File: config.mk
export PLATFORM = sky130hd
export DESIGN_NAME = oled_spi_receiver
export DESIGN_NICKNAME = d
export VERILOG_FILES = /design/src/rtl/oled_pkg.sv /design/src/rtl/sync_ff.sv /design/src/rtl/oled_spi_receiver.sv
export SDC_FILE = /design/constraint.sdc
export NUM_CORES = 1
export LEC_CHECK = 0
export CORE_ASPECT_RATIO = 1.75
export CORE_MARGIN = 4
export CORE_UTILIZATION = 46
export CTS_CLUSTER_DIAMETER = 120
export DETAILED_ROUTE_END_ITERATION = 6
export GPL_TIMING_DRIVEN = 1
export PLACE_DENSITY = 0.74
export RECOVER_POWER = 25
export SLEW_MARGIN = 20
export SYNTH_ARGS = -nofsm -noshare
export SYNTH_HDL_FRONTEND = slang
export SYNTH_SLANG_ARGS = --single-unit
File: constraint.sdc
create_clock -name clk -period 1.7 [get_ports clk]
set_input_delay 0.51 -clock clk [delete_from_list [all_inputs] [get_ports clk]]
set_output_delay 0.51 -clock clk [all_outputs]
set_load 0.005 [all_outputs]
File: src/rtl/oled_pkg.sv
// oled_pkg: shared OLED geometry, receiver FSM encoding and pixel index helper
package oled_pkg;
  localparam int OLED_WIDTH = 96;
  localparam int OLED_HEIGHT = 64;
  localparam int DEFAULT_NUM_PIXELS = OLED_WIDTH * OLED_HEIGHT;
  typedef enum logic [1:0] {IDLE, SHIFT, BYTE_DONE} state_t;
  function automatic logic [12:0] next_index(input logic [12:0] idx, input int n);
    return (int'(idx) == n - 1) ? 13'd0 : idx + 13'd1;
  endfunction
endpackage

File: src/rtl/sync_ff.sv
// sync_ff: multi-stage synchronizer bringing one asynchronous input into clk
module sync_ff #(
  parameter int DEPTH = 2,
  parameter logic RST_VAL = 1'b0
) (
  input  logic clk,
  input  logic reset,
  input  logic d,
  output logic q
);
  logic [DEPTH-1:0] stages;
  // shift the raw input through DEPTH flops, oldest sample at the top
  always_ff @(posedge clk)
    stages <= reset ? {DEPTH{RST_VAL}} : DEPTH'({stages, d});
  assign q = stages[DEPTH-1];
endmodule

File: src/rtl/oled_spi_receiver.sv
// oled_spi_receiver: decodes OLED SPI traffic into command bytes and RGB565 pixels
module oled_spi_receiver
  import oled_pkg::*;
#(
  parameter int NUM_PIXELS = DEFAULT_NUM_PIXELS,
  parameter int SYNC_STAGES = 2
) (
  input  logic        clk,
  input  logic        reset,
  input  logic        cs,
  input  logic        sclk,
  input  logic        sdin,
  input  logic        d_cn,
  output logic        cmd_valid,
  output logic [7:0]  cmd_byte,
  output logic        pix_valid,
  output logic [15:0] pix_data,
  output logic [12:0] pix_index,
  output logic        frame_start,
  output logic        frag_err
);
  logic cs_s, sclk_s, sdin_s, dcn_s, sclk_prev, pend, rise, done, abort;
  logic [7:0] shreg, high, byte_in;
  logic [2:0] bit_cnt;
  state_t state, state_n;
  sync_ff #(.DEPTH(SYNC_STAGES), .RST_VAL(1'b1)) u_cs   (.clk(clk), .reset(reset), .d(cs),   .q(cs_s));
  sync_ff #(.DEPTH(SYNC_STAGES), .RST_VAL(1'b1)) u_sclk (.clk(clk), .reset(reset), .d(sclk), .q(sclk_s));
  sync_ff #(.DEPTH(SYNC_STAGES), .RST_VAL(1'b0)) u_sdin (.clk(clk), .reset(reset), .d(sdin), .q(sdin_s));
  sync_ff #(.DEPTH(SYNC_STAGES), .RST_VAL(1'b0)) u_dcn  (.clk(clk), .reset(reset), .d(d_cn), .q(dcn_s));
  assign rise = sclk_s & ~sclk_prev & ~cs_s;
  assign done = rise & (bit_cnt == 3'd7);
  assign abort = cs_s & (bit_cnt != 3'd0);
  assign byte_in = {shreg[6:0], sdin_s};
  // state register
  always_ff @(posedge clk)
    state <= reset ? IDLE : state_n;
  // byte framing: wait for cs, collect 8 bits, then one cycle to hand the byte off
  always_comb begin
    state_n = state;
    case (state)
      IDLE:    state_n = cs_s ? IDLE : SHIFT;
      SHIFT:   state_n = done ? BYTE_DONE : (cs_s ? IDLE : SHIFT);
      default: state_n = cs_s ? IDLE : SHIFT;
    endcase
  end
  // bit shifter; a cs rise mid-byte throws away the partial byte
  always_ff @(posedge clk) begin
    if (reset) begin
      sclk_prev <= 1'b1;
      shreg <= '0;
      bit_cnt <= '0;
    end else begin
      sclk_prev <= sclk_s;
      if (abort) begin
        shreg <= '0;
        bit_cnt <= '0;
      end else if (rise) begin
        shreg <= byte_in;
        bit_cnt <= bit_cnt + 3'd1;
      end
    end
  end
  // byte decode: commands, high/low pixel pairing, index tracking and error pulses
  always_ff @(posedge clk) begin
    if (reset) begin
      cmd_valid <= 1'b0;
      pix_valid <= 1'b0;
      frame_start <= 1'b0;
      frag_err <= 1'b0;
      cmd_byte <= '0;
      pix_data <= '0;
      pix_index <= '0;
      high <= '0;
      pend <= 1'b0;
    end else begin
      cmd_valid <= done & ~dcn_s;
      pix_valid <= done & dcn_s & pend;
      frame_start <= done & dcn_s & pend & (pix_index == '0);
      frag_err <= abort | (done & ~dcn_s & pend);
      if (done & ~dcn_s) begin
        cmd_byte <= byte_in;
        pix_index <= '0;
        pend <= 1'b0;
      end else if (done & pend) begin
        pix_data <= {high, byte_in};
        pend <= 1'b0;
      end else if (done) begin
        high <= byte_in;
        pend <= 1'b1;
      end else if (pix_valid) begin
        pix_index <= next_index(pix_index, NUM_PIXELS);
      end
    end
  end
endmodule
==> results of run 1 <==
==> sequential cells by signal (all words and copies together) (netlist names) <==
signal and cells:
bit_cnt 3, cmd_byte 8, cmd_valid 1, frag_err 1, frame_start 1, high 8, pend 1, pix_data 16
pix_index 13, pix_valid 1, sclk_prev 1, shreg 7, u_cs.stages 2, u_dcn.stages 2, u_sclk.stages 2, u_sdin.stages 2
==> cell usage in the layout, fill, tap and decap left out, types with 7 or more instances in the layout <==
| cell | netlist | layout |
|---|---|---|
| sky130_fd_sc_hd__a21oi_1 | 30 | 30 |
| sky130_fd_sc_hd__a22o_1 | 8 | 8 |
| sky130_fd_sc_hd__buf_4 | 2 | 36 |
| sky130_fd_sc_hd__clkbuf_8 | 0 | 11 |
| sky130_fd_sc_hd__dfxtp_1 | 69 | 47 |
| sky130_fd_sc_hd__dfxtp_2 | 0 | 15 |
| sky130_fd_sc_hd__dfxtp_4 | 0 | 7 |
| sky130_fd_sc_hd__dlygate4sd2_1 | 0 | 34 |
| sky130_fd_sc_hd__inv_1 | 7 | 7 |
| sky130_fd_sc_hd__mux2i_1 | 8 | 8 |
| sky130_fd_sc_hd__nand2_1 | 58 | 57 |
| sky130_fd_sc_hd__nor2_1 | 21 | 21 |
==> logic make-up after synthesis <==
logic type	count (synthesis)	share of synthesized area
AO/OA/AOI/OAI	46	0.1137
buffers and inverters	19	0.03205
adder cells (fa/ha/maj)	5	0.02428
flip-flops	69	0.5362
multiplexers	8	0.03108
XOR/XNOR	10	0.03400
AND/OR/NAND/NOR	121	0.2288
==> through the flow <==
| stage | setup TNS [ns] | instance area, sq um | std cells | setup slack [ns] |
|---|---|---|---|---|
| floorplan | 0 | 2580 | 278 | 0.001323 |
| global placement | -0.7916 | 3278 | 410 | -0.05400 |
| detailed placement | -2.423 | 3278 | 410 | -0.09404 |
| CTS | 0 | 3625 | 442 | 0.0006941 |
| global route | -0.004918 | 3686 | 442 | -0.004918 |
| finish | 0 | 3686 | 442 | 0.04839 |
==> metal layers <==
| layer | part of all wire | vias to the layer above | track usage |
|---|---|---|---|
| met5 | 0 | - | 0 |
| met4 | 0.034 | 0 | 0.09985 |
| met3 | 0.029 | 18 | 0.04717 |
| met2 | 0.56 | 55 | 0.3602 |
| met1 | 0.38 | 1075 | 0.1967 |
| li1 | - | 1111 | - |
==> worst max path at each step <==
stage                     cells after the start                      start  slack (ns)                        end
after floorplan                               9    bit_cnt[0]$_SDFFE_PP0P_       0.001  pix_data[10]$_SDFFE_PP0P_
after global placement                        5                      reset       -0.05    bit_cnt[0]$_SDFFE_PP0P_
after detailed placement                      5                      reset       -0.09      shreg[4]$_SDFFE_PP0P_
after CTS                                     1  pix_data[13]$_SDFFE_PP0P_      0.0007               pix_data[13]
after global routing                          7    bit_cnt[0]$_SDFFE_PP0P_      -0.005       high[0]$_SDFFE_PP0P_
final                                         1     frame_start$_SDFF_PP0_        0.05                frame_start
==> power by group through the flow <==
stage | Sequential (mW) | Combinational (mW) | Clock [mW]
after floorplan | 1.67 | 0.0345 | 0
after global placement | 1.67 | 0.0681 | 0
after detailed placement | 1.67 | 0.0697 | 0
after CTS | 1.62 | 0.0708 | 1.40
after global routing | 1.62 | 0.0773 | 1.47
final | 1.62 | 0.0714 | 1.37
==> cell type report <==
class                      instances  area, sq um  area share
clock buffer                      11        151.4     0.04107
clock inverter                     5        57.56     0.01561
inverter                           7        26.28    0.007128
multi-input combinational        190         1166      0.3164
sequential                        69         1426      0.3870
tap                               74        92.59     0.02512
timing repair buffer              86        765.7      0.2077
==> timing repair <==
item,CTS,global route
endpoints found under the setup margin,81,49
buffers inserted,16,0
gates cloned,0,0
gates resized for setup,68,13
hold buffers,0,0
pin swaps,1,1
==> metrics.md, run 1 <==
| Metric | Value |
|---|---|
| Worst hold-check path type | `reg2reg` |
| Internal power contribution | `2.409 mW` |
| Power density relative to cell area | `831.1 nW/um^2` |
| Number of CTS-inserted buffers | `9` |
| Launch point of the worst hold path | `u_cs.stages[0]$_SDFF_PP1_` |
| Delay-heaviest family, CP | `buffers and inverters` |
| Number of antenna violations at the first check in global routing | `0` |
| Ports placed on the boundary | `47` |
| Clock Path Buffers | `2` |
| Fraction of final layout cells with drive strength greater than 1 | `0.2663` |
| Average cell area after synthesis | `9.267 sq um` |
| Worst supply voltage drop on vdd | `0.6251 mV` |
| Share of total power consumed by net switching | `0.2137` |
| Std-Cell Core Area | `5343 sq um` |
| Relative slew slack | `0.7381` |
| Number of core rows | `35` |
| Overall power after layout | `3.063 mW` |
| Required time of the worst setup path | `1.19 ns` |
| Post-synth top cells | `69 x sky130_fd_sc_hd__dfxtp_1, 58 x sky130_fd_sc_hd__nand2_1, 30 x sky130_fd_sc_hd__a21oi_1, 21 x sky130_fd_sc_hd__nor2_1` |
| Register-to-register setup slack | `0.06 ns` |
| Top_reg_cell synth | `sky130_fd_sc_hd__dfxtp_1` |
| Reg power frac | `0.529` |
| Unrepaired setup endpoints after global routing | `true` |
| Post-synth ARST share | `0` |
| Clock power share | `0.447` |
| Worst hold slack | `0.4074 ns` |
| Post-Synthesis Cell Area | `2576 sq um` |
| Hold endpoint | `u_cs.stages[1]$_SDFF_PP1_` |
| Aggregate routed wire length | `6.447 mm` |
| Worst path bufs/invs | `1` |
| Length of the first detailed-routing pass in iterations | `4` |
| Die boundary height | `107 um` |
| Final clock period utilization by the worst path | `0.9715` |
| GRT Overall Usage | `0.1947` |
| Width of the die | `64.57 um` |
| Sequential share of the synthesized area | `0.5362` |
| Critical-path cell list | `clkdlybuf4s50_1` |
| Largest net degree at the start of global routing | `26` |
| Number of antenna cells inserted | `0` |
| Maximum cell stage delay along the critical path | `0.49 ns` |
| #FFs+latches synth | `69` |
| Clock transition at path regs | `0.07 ns` |
| Number of unique standard cell types used by synthesis | `40` |
| Final RePlAce weighted congestion | `0.8581` |
| Combinational share of power | `0.023` |
| Signed area change from the synthesized netlist to the final layout | `43.08%` |
| Global-route wire length before repair | `10.30 mm` |
| Number of global-route vias before repair | `2226` |
| CTS root buf | `sky130_fd_sc_hd__clkbuf_8` |
| Final setup fails | `0` |
| Total leakage power | `1.713 nW` |
| Arrival time at the worst endpoint | `1.14 ns` |
| Worst clock skew | `0.01073 ns` |
| Wire length per cell | `14.59 um` |
| Slew at the pin closest to its max-slew limit | `0.3929 ns` |
| Synthesized instance count | `278` |
| Starting utilization of the core area | `0.4822` |
| Leading post-synthesis cells by cell area | `sky130_fd_sc_hd__dfxtp_1 54%, sky130_fd_sc_hd__nand2_1 8.5%, sky130_fd_sc_hd__a21oi_1 5.8%` |
| Post-synthesis cell type with the largest combined area | `sky130_fd_sc_hd__dfxtp_1` |
| Fraction of post-synthesis cell area in the top cell type by area | `0.5362` |
| Detail Route Antenna Nets | `0` |
| Category of the most critical setup path | `reg2out` |
| Detailed placement HPWL | `4.356 mm` |
| Count of synthesis-stage warnings from yosys | `0` |
| Final hold violation count | `0` |
| CP max stage cell | `sky130_fd_sc_hd__clkdlybuf4s50_1` |
| Residual DRC count | `0` |
| Achievable clock frequency | `605.5 MHz` |
| Core occupancy in the finished layout | `0.6899` |
| Insertion delay of the later-clocked pin in the worst-skew pair | `0.34 ns` |
| Startpoint type of the worst setup path | `flop` |
| Hold depth | `1` |
| Aggregate global routing overflow | `0` |
| Status | `finished, final reports clean` |
| Area of the die | `6909 sq um` |
| Crit path max fanout | `1` |
| Final min period | `1.652 ns` |
| Critical path capture point type | `output port` |
| CTS tree | `built` |
| R2r endpoint | `high[2]$_SDFFE_PP0P_` |
| Via count | `2259` |
| I/O Buffers | `46` |
| Number of synthesized flops with an enable pin | `0` |
| Count of filler cells inserted in the layout | `457` |
| Syn_nets | `289` |
| Net Sw Power | `0.6546 mW` |
| Fin. max-slew vios | `0` |
| Detailed-route vias per instance | `5.111` |
| CTS H-tree lvls | `3` |
| Reg2Reg Launch Point | `bit_cnt[0]$_SDFFE_PP0P_` |
| Leading cell type by number of instances after synthesis | `sky130_fd_sc_hd__dfxtp_1` |
| Max-cap violations | `0` |
| Iter 0 DRT Violations | `148` |
| Final #Nets | `374` |
| Worst reg2reg path depth | `7` |
| Total number of clock tree sinks | `69` |
No activity file was read; power rests on OpenSTA's default activity.
==> inputs of run 2 (changes only) <==
HOLD_SLACK_MARGIN = 0.12   (was unset)
==> results of run 2 <==
Same layout as run 1: the final DEF is identical, and so are final timing and power.
==> inputs of run 3 (changes only) <==
GPL_TIMING_DRIVEN = 0   (was 1)
==> metrics.md, run 3 (synthesis gave the netlist of run 1 again) <==
| Metric | Value |
|---|---|
| Status | `finished, final reports clean` |
| Final RePlAce weighted congestion | `0.8709 (+1.5%)` |
| Core occupancy in the finished layout | `0.7012 (+0.01124)` |
| Maximum cell stage delay along the critical path | `0.64 ns (+0.15 ns)` |
| Top register by number of flip-flops | `pix_data` |
| Internal power contribution | `2.177 mW (-9.6%)` |
| Fin. max-slew vios | `0 (unchanged)` |
| Clock power share | `0.407 (-0.040)` |
| Width of the die | `64.57 um (unchanged)` |
| Aggregate global routing overflow | `0 (unchanged)` |
| Die boundary height | `107 um (unchanged)` |
| Critical path capture point type | `flop` |
| Worst supply voltage drop on vdd | `0.6504 mV (+4.1%)` |
| Instance area at placement | `3133 sq um (-4.4%)` |
| Insertion delay of the later-clocked pin in the worst-skew pair | `0.35 ns (about the same)` |
| GRT Overall Usage | `0.1987 (+0.003959)` |
| Relative slew slack | `0.6825 (-0.05555)` |
| Regs by FF count | `pix_data: 16 flops, pix_index: 13 flops` |
| Clock Path Buffers | `2 (unchanged)` |
| Total of hold buffers inserted after clock tree synthesis | `0 (unchanged)` |
| Power density relative to cell area | `762.8 nW/um^2 (-8.2%)` |
| Detail Route Antenna Nets | `0 (unchanged)` |
| Via count | `2309 (+2.2%)` |
| Share of total power consumed by net switching | `0.2383 (+0.02456)` |
| Final setup fails | `0 (unchanged)` |
| Final cell area excluding filler cells | `3746 sq um (+1.6%)` |
| Starting utilization of the core area | `0.4822 (unchanged)` |
| Critical-path cell list | `dlygate4sd3_1 -> clkbuf_4 -> a21oi_4 -> o31ai_4 -> buf_6 -> a21oi_2` |
| Area occupied by multi-input gates | `1241 sq um (+6.4%)` |
| Ports placed on the boundary | `47 (unchanged)` |
| Arrival time at the worst endpoint | `1.97 ns (+0.83 ns)` |
| Achievable clock frequency | `590.9 MHz (-2.4%)` |
| CTS H-tree lvls | `3 (unchanged)` |
| Length of the first detailed-routing pass in iterations | `4 (unchanged)` |
| Area of the die | `6909 sq um (unchanged)` |
| CP max stage cell | `sky130_fd_sc_hd__dlygate4sd3_1` |
| Unrepaired setup endpoints after global routing | `true` |
| Sequential cell area | `1431 sq um (+0.35%)` |
| Clock transition at path regs | `0.07 ns (about the same)` |
| Number of antenna violations at the first check in global routing | `0 (unchanged)` |
| Wire length per cell | `15.45 um (+5.9%)` |
| Number of antenna cells inserted | `0 (unchanged)` |
| Combinational share of power | `0.027 (+0.004)` |
| Iter 0 DRT Violations | `149 (+0.68%)` |
| Worst clock skew | `0.008938 ns (-0.001787 ns)` |
| Aggregate routed wire length | `6.798 mm (+5.4%)` |
| Signed area change from the synthesized netlist to the final layout | `45.41%` |
| Category of the most critical setup path | `in2reg` |
| Worst path bufs/invs | `3 (+2)` |
| Detailed placement HPWL | `4.320 mm (-0.82%)` |
| CTS root buf | `sky130_fd_sc_hd__clkbuf_8` |
| Worst hold slack | `0.4175 ns (+0.01006 ns)` |
| Delay-heaviest family, CP | `buffers and inverters` |
| Reg power frac | `0.566 (+0.037)` |
| Worst hold-check path type | `reg2reg` |
| Crit path max fanout | `10 (+9)` |
| Most frequent standard cell in the layout excluding fill and tap cells | `sky130_fd_sc_hd__nand2_1` |
| Register-to-register setup slack | `0.03 ns (-0.03 ns)` |
| Total leakage power | `1.749 nW (+2.1%)` |
| Total number of clock tree sinks | `69 (unchanged)` |
| Count of filler cells inserted in the layout | `420 (-8.1%)` |
| Startpoint type of the worst setup path | `input port` |
| I/O Buffers | `46 (unchanged)` |
| Leading cell types in the layout, fill and taps excluded | `57 x sky130_fd_sc_hd__nand2_1, 47 x sky130_fd_sc_hd__dfxtp_1, 25 x sky130_fd_sc_hd__dlygate4sd2_1, 23 x sky130_fd_sc_hd__a21oi_1, 21 x sky130_fd_sc_hd__buf_4` |
| Final #Nets | `372 (-0.53%)` |
| Global-route wire length before repair | `10.42 mm (+1.1%)` |
| Detailed-route vias per instance | `5.248 (+2.7%)` |
| Max reg flops | `16 (unchanged)` |
| Max-cap violations | `0 (unchanged)` |
| Final min period | `1.692 ns (+0.04064 ns)` |
| Slew at the pin closest to its max-slew limit | `0.4747 ns (+0.08179 ns)` |
| CTS tree | `built` |
| Number of core rows | `35 (unchanged)` |
| Largest net degree at the start of global routing | `14 (-46%)` |
| Fraction of final layout cells with drive strength greater than 1 | `0.2923 (+0.02605)` |
| Final clock period utilization by the worst path | `0.9954 (+0.02391)` |
| Net Sw Power | `0.6809 mW (+4.0%)` |
| Number of global-route vias before repair | `2298 (+3.2%)` |
| Std-Cell Core Area | `5343 sq um (unchanged)` |
| Number of CTS-inserted buffers | `9 (unchanged)` |
| Final hold violation count | `0 (unchanged)` |
| Residual DRC count | `0 (unchanged)` |
| Required time of the worst setup path | `1.98 ns (+0.79 ns)` |
-- run 3: cell types whose count changed in the layout (fill, tap and decap cells not counted), sizes merged --
cell           previous run  this run
clkinv                    3         2
inv                       8         9
dlygate4sd2              34        25
clkdlybuf4s25             0         2
dlymetal6s2s              6        12
bufinv                    1         0
buf                      40        32
clkinvlp                  0         3
clkbuf                   11        15
dlygate4sd3               0         1
-- run 3: path summary, 6_finish.rpt --
check,start,end,cells past startpoint
hold reg to reg,u_sclk.stages[0]$_SDFF_PP1_,u_sclk.stages[1]$_SDFF_PP1_,1
setup / recovery,reset,pix_index[11]$_SDFFE_PP0P_,6
hold / removal,u_sclk.stages[0]$_SDFF_PP1_,u_sclk.stages[1]$_SDFF_PP1_,1
setup reg to reg,bit_cnt[1]$_SDFFE_PP0P_,pix_index[11]$_SDFFE_PP0P_,8
-- run 3: metal layers --
metal,vias to the layer above,part of all wire,GRT usage
met3,22,0.033,0.05031
met2,59,0.58,0.3743
li1,1105,-,-
met4,0,0.034,0.1044
met1,1123,0.36,0.1922
met5,-,0,0
-- run 3: power by group through the flow --
stage | logic [mW] | clock network, mW | registers [mW]
after floorplan | 0.0345 | 0 | 1.67
after global placement | 0.0580 | 0 | 1.67
after detailed placement | 0.0593 | 0 | 1.67
after CTS | 0.0717 | 1.19 | 1.62
after global routing | 0.0822 | 1.25 | 1.62
final | 0.0760 | 1.16 | 1.62
-- run 3: per-stage QoR --
stage               cells  setup TNS [ns]  total power, mW  worst slack, ns
detailed placement    398          -20.12            1.728          -0.4985
floorplan             278               0            1.701         0.001323
finish                440               0            2.858         0.007745
global route          440         -0.9934            2.954         -0.05794
CTS                   432               0            2.877        0.0004867
global placement      398          -16.74            1.727          -0.4377
-- run 3: what timing repair did --
item / in CTS / in global routing
setup endpoints to repair: 78 / 57
pin swaps: 2 / 7
buffers inserted: 19 / 8
resized for setup: 68 / 51
gates cloned: 0 / 2
-- run 3: area by class of cell --
cell class,count,share of cell area
plain buffers,11,0.02371
clock buffers,9,0.03307
clock inverters,7,0.01336
inverters,7,0.007014
multi-input cells,190,0.3313
flip-flops and latches,69,0.3821
well taps,74,0.02472
repair buffers,73,0.1847
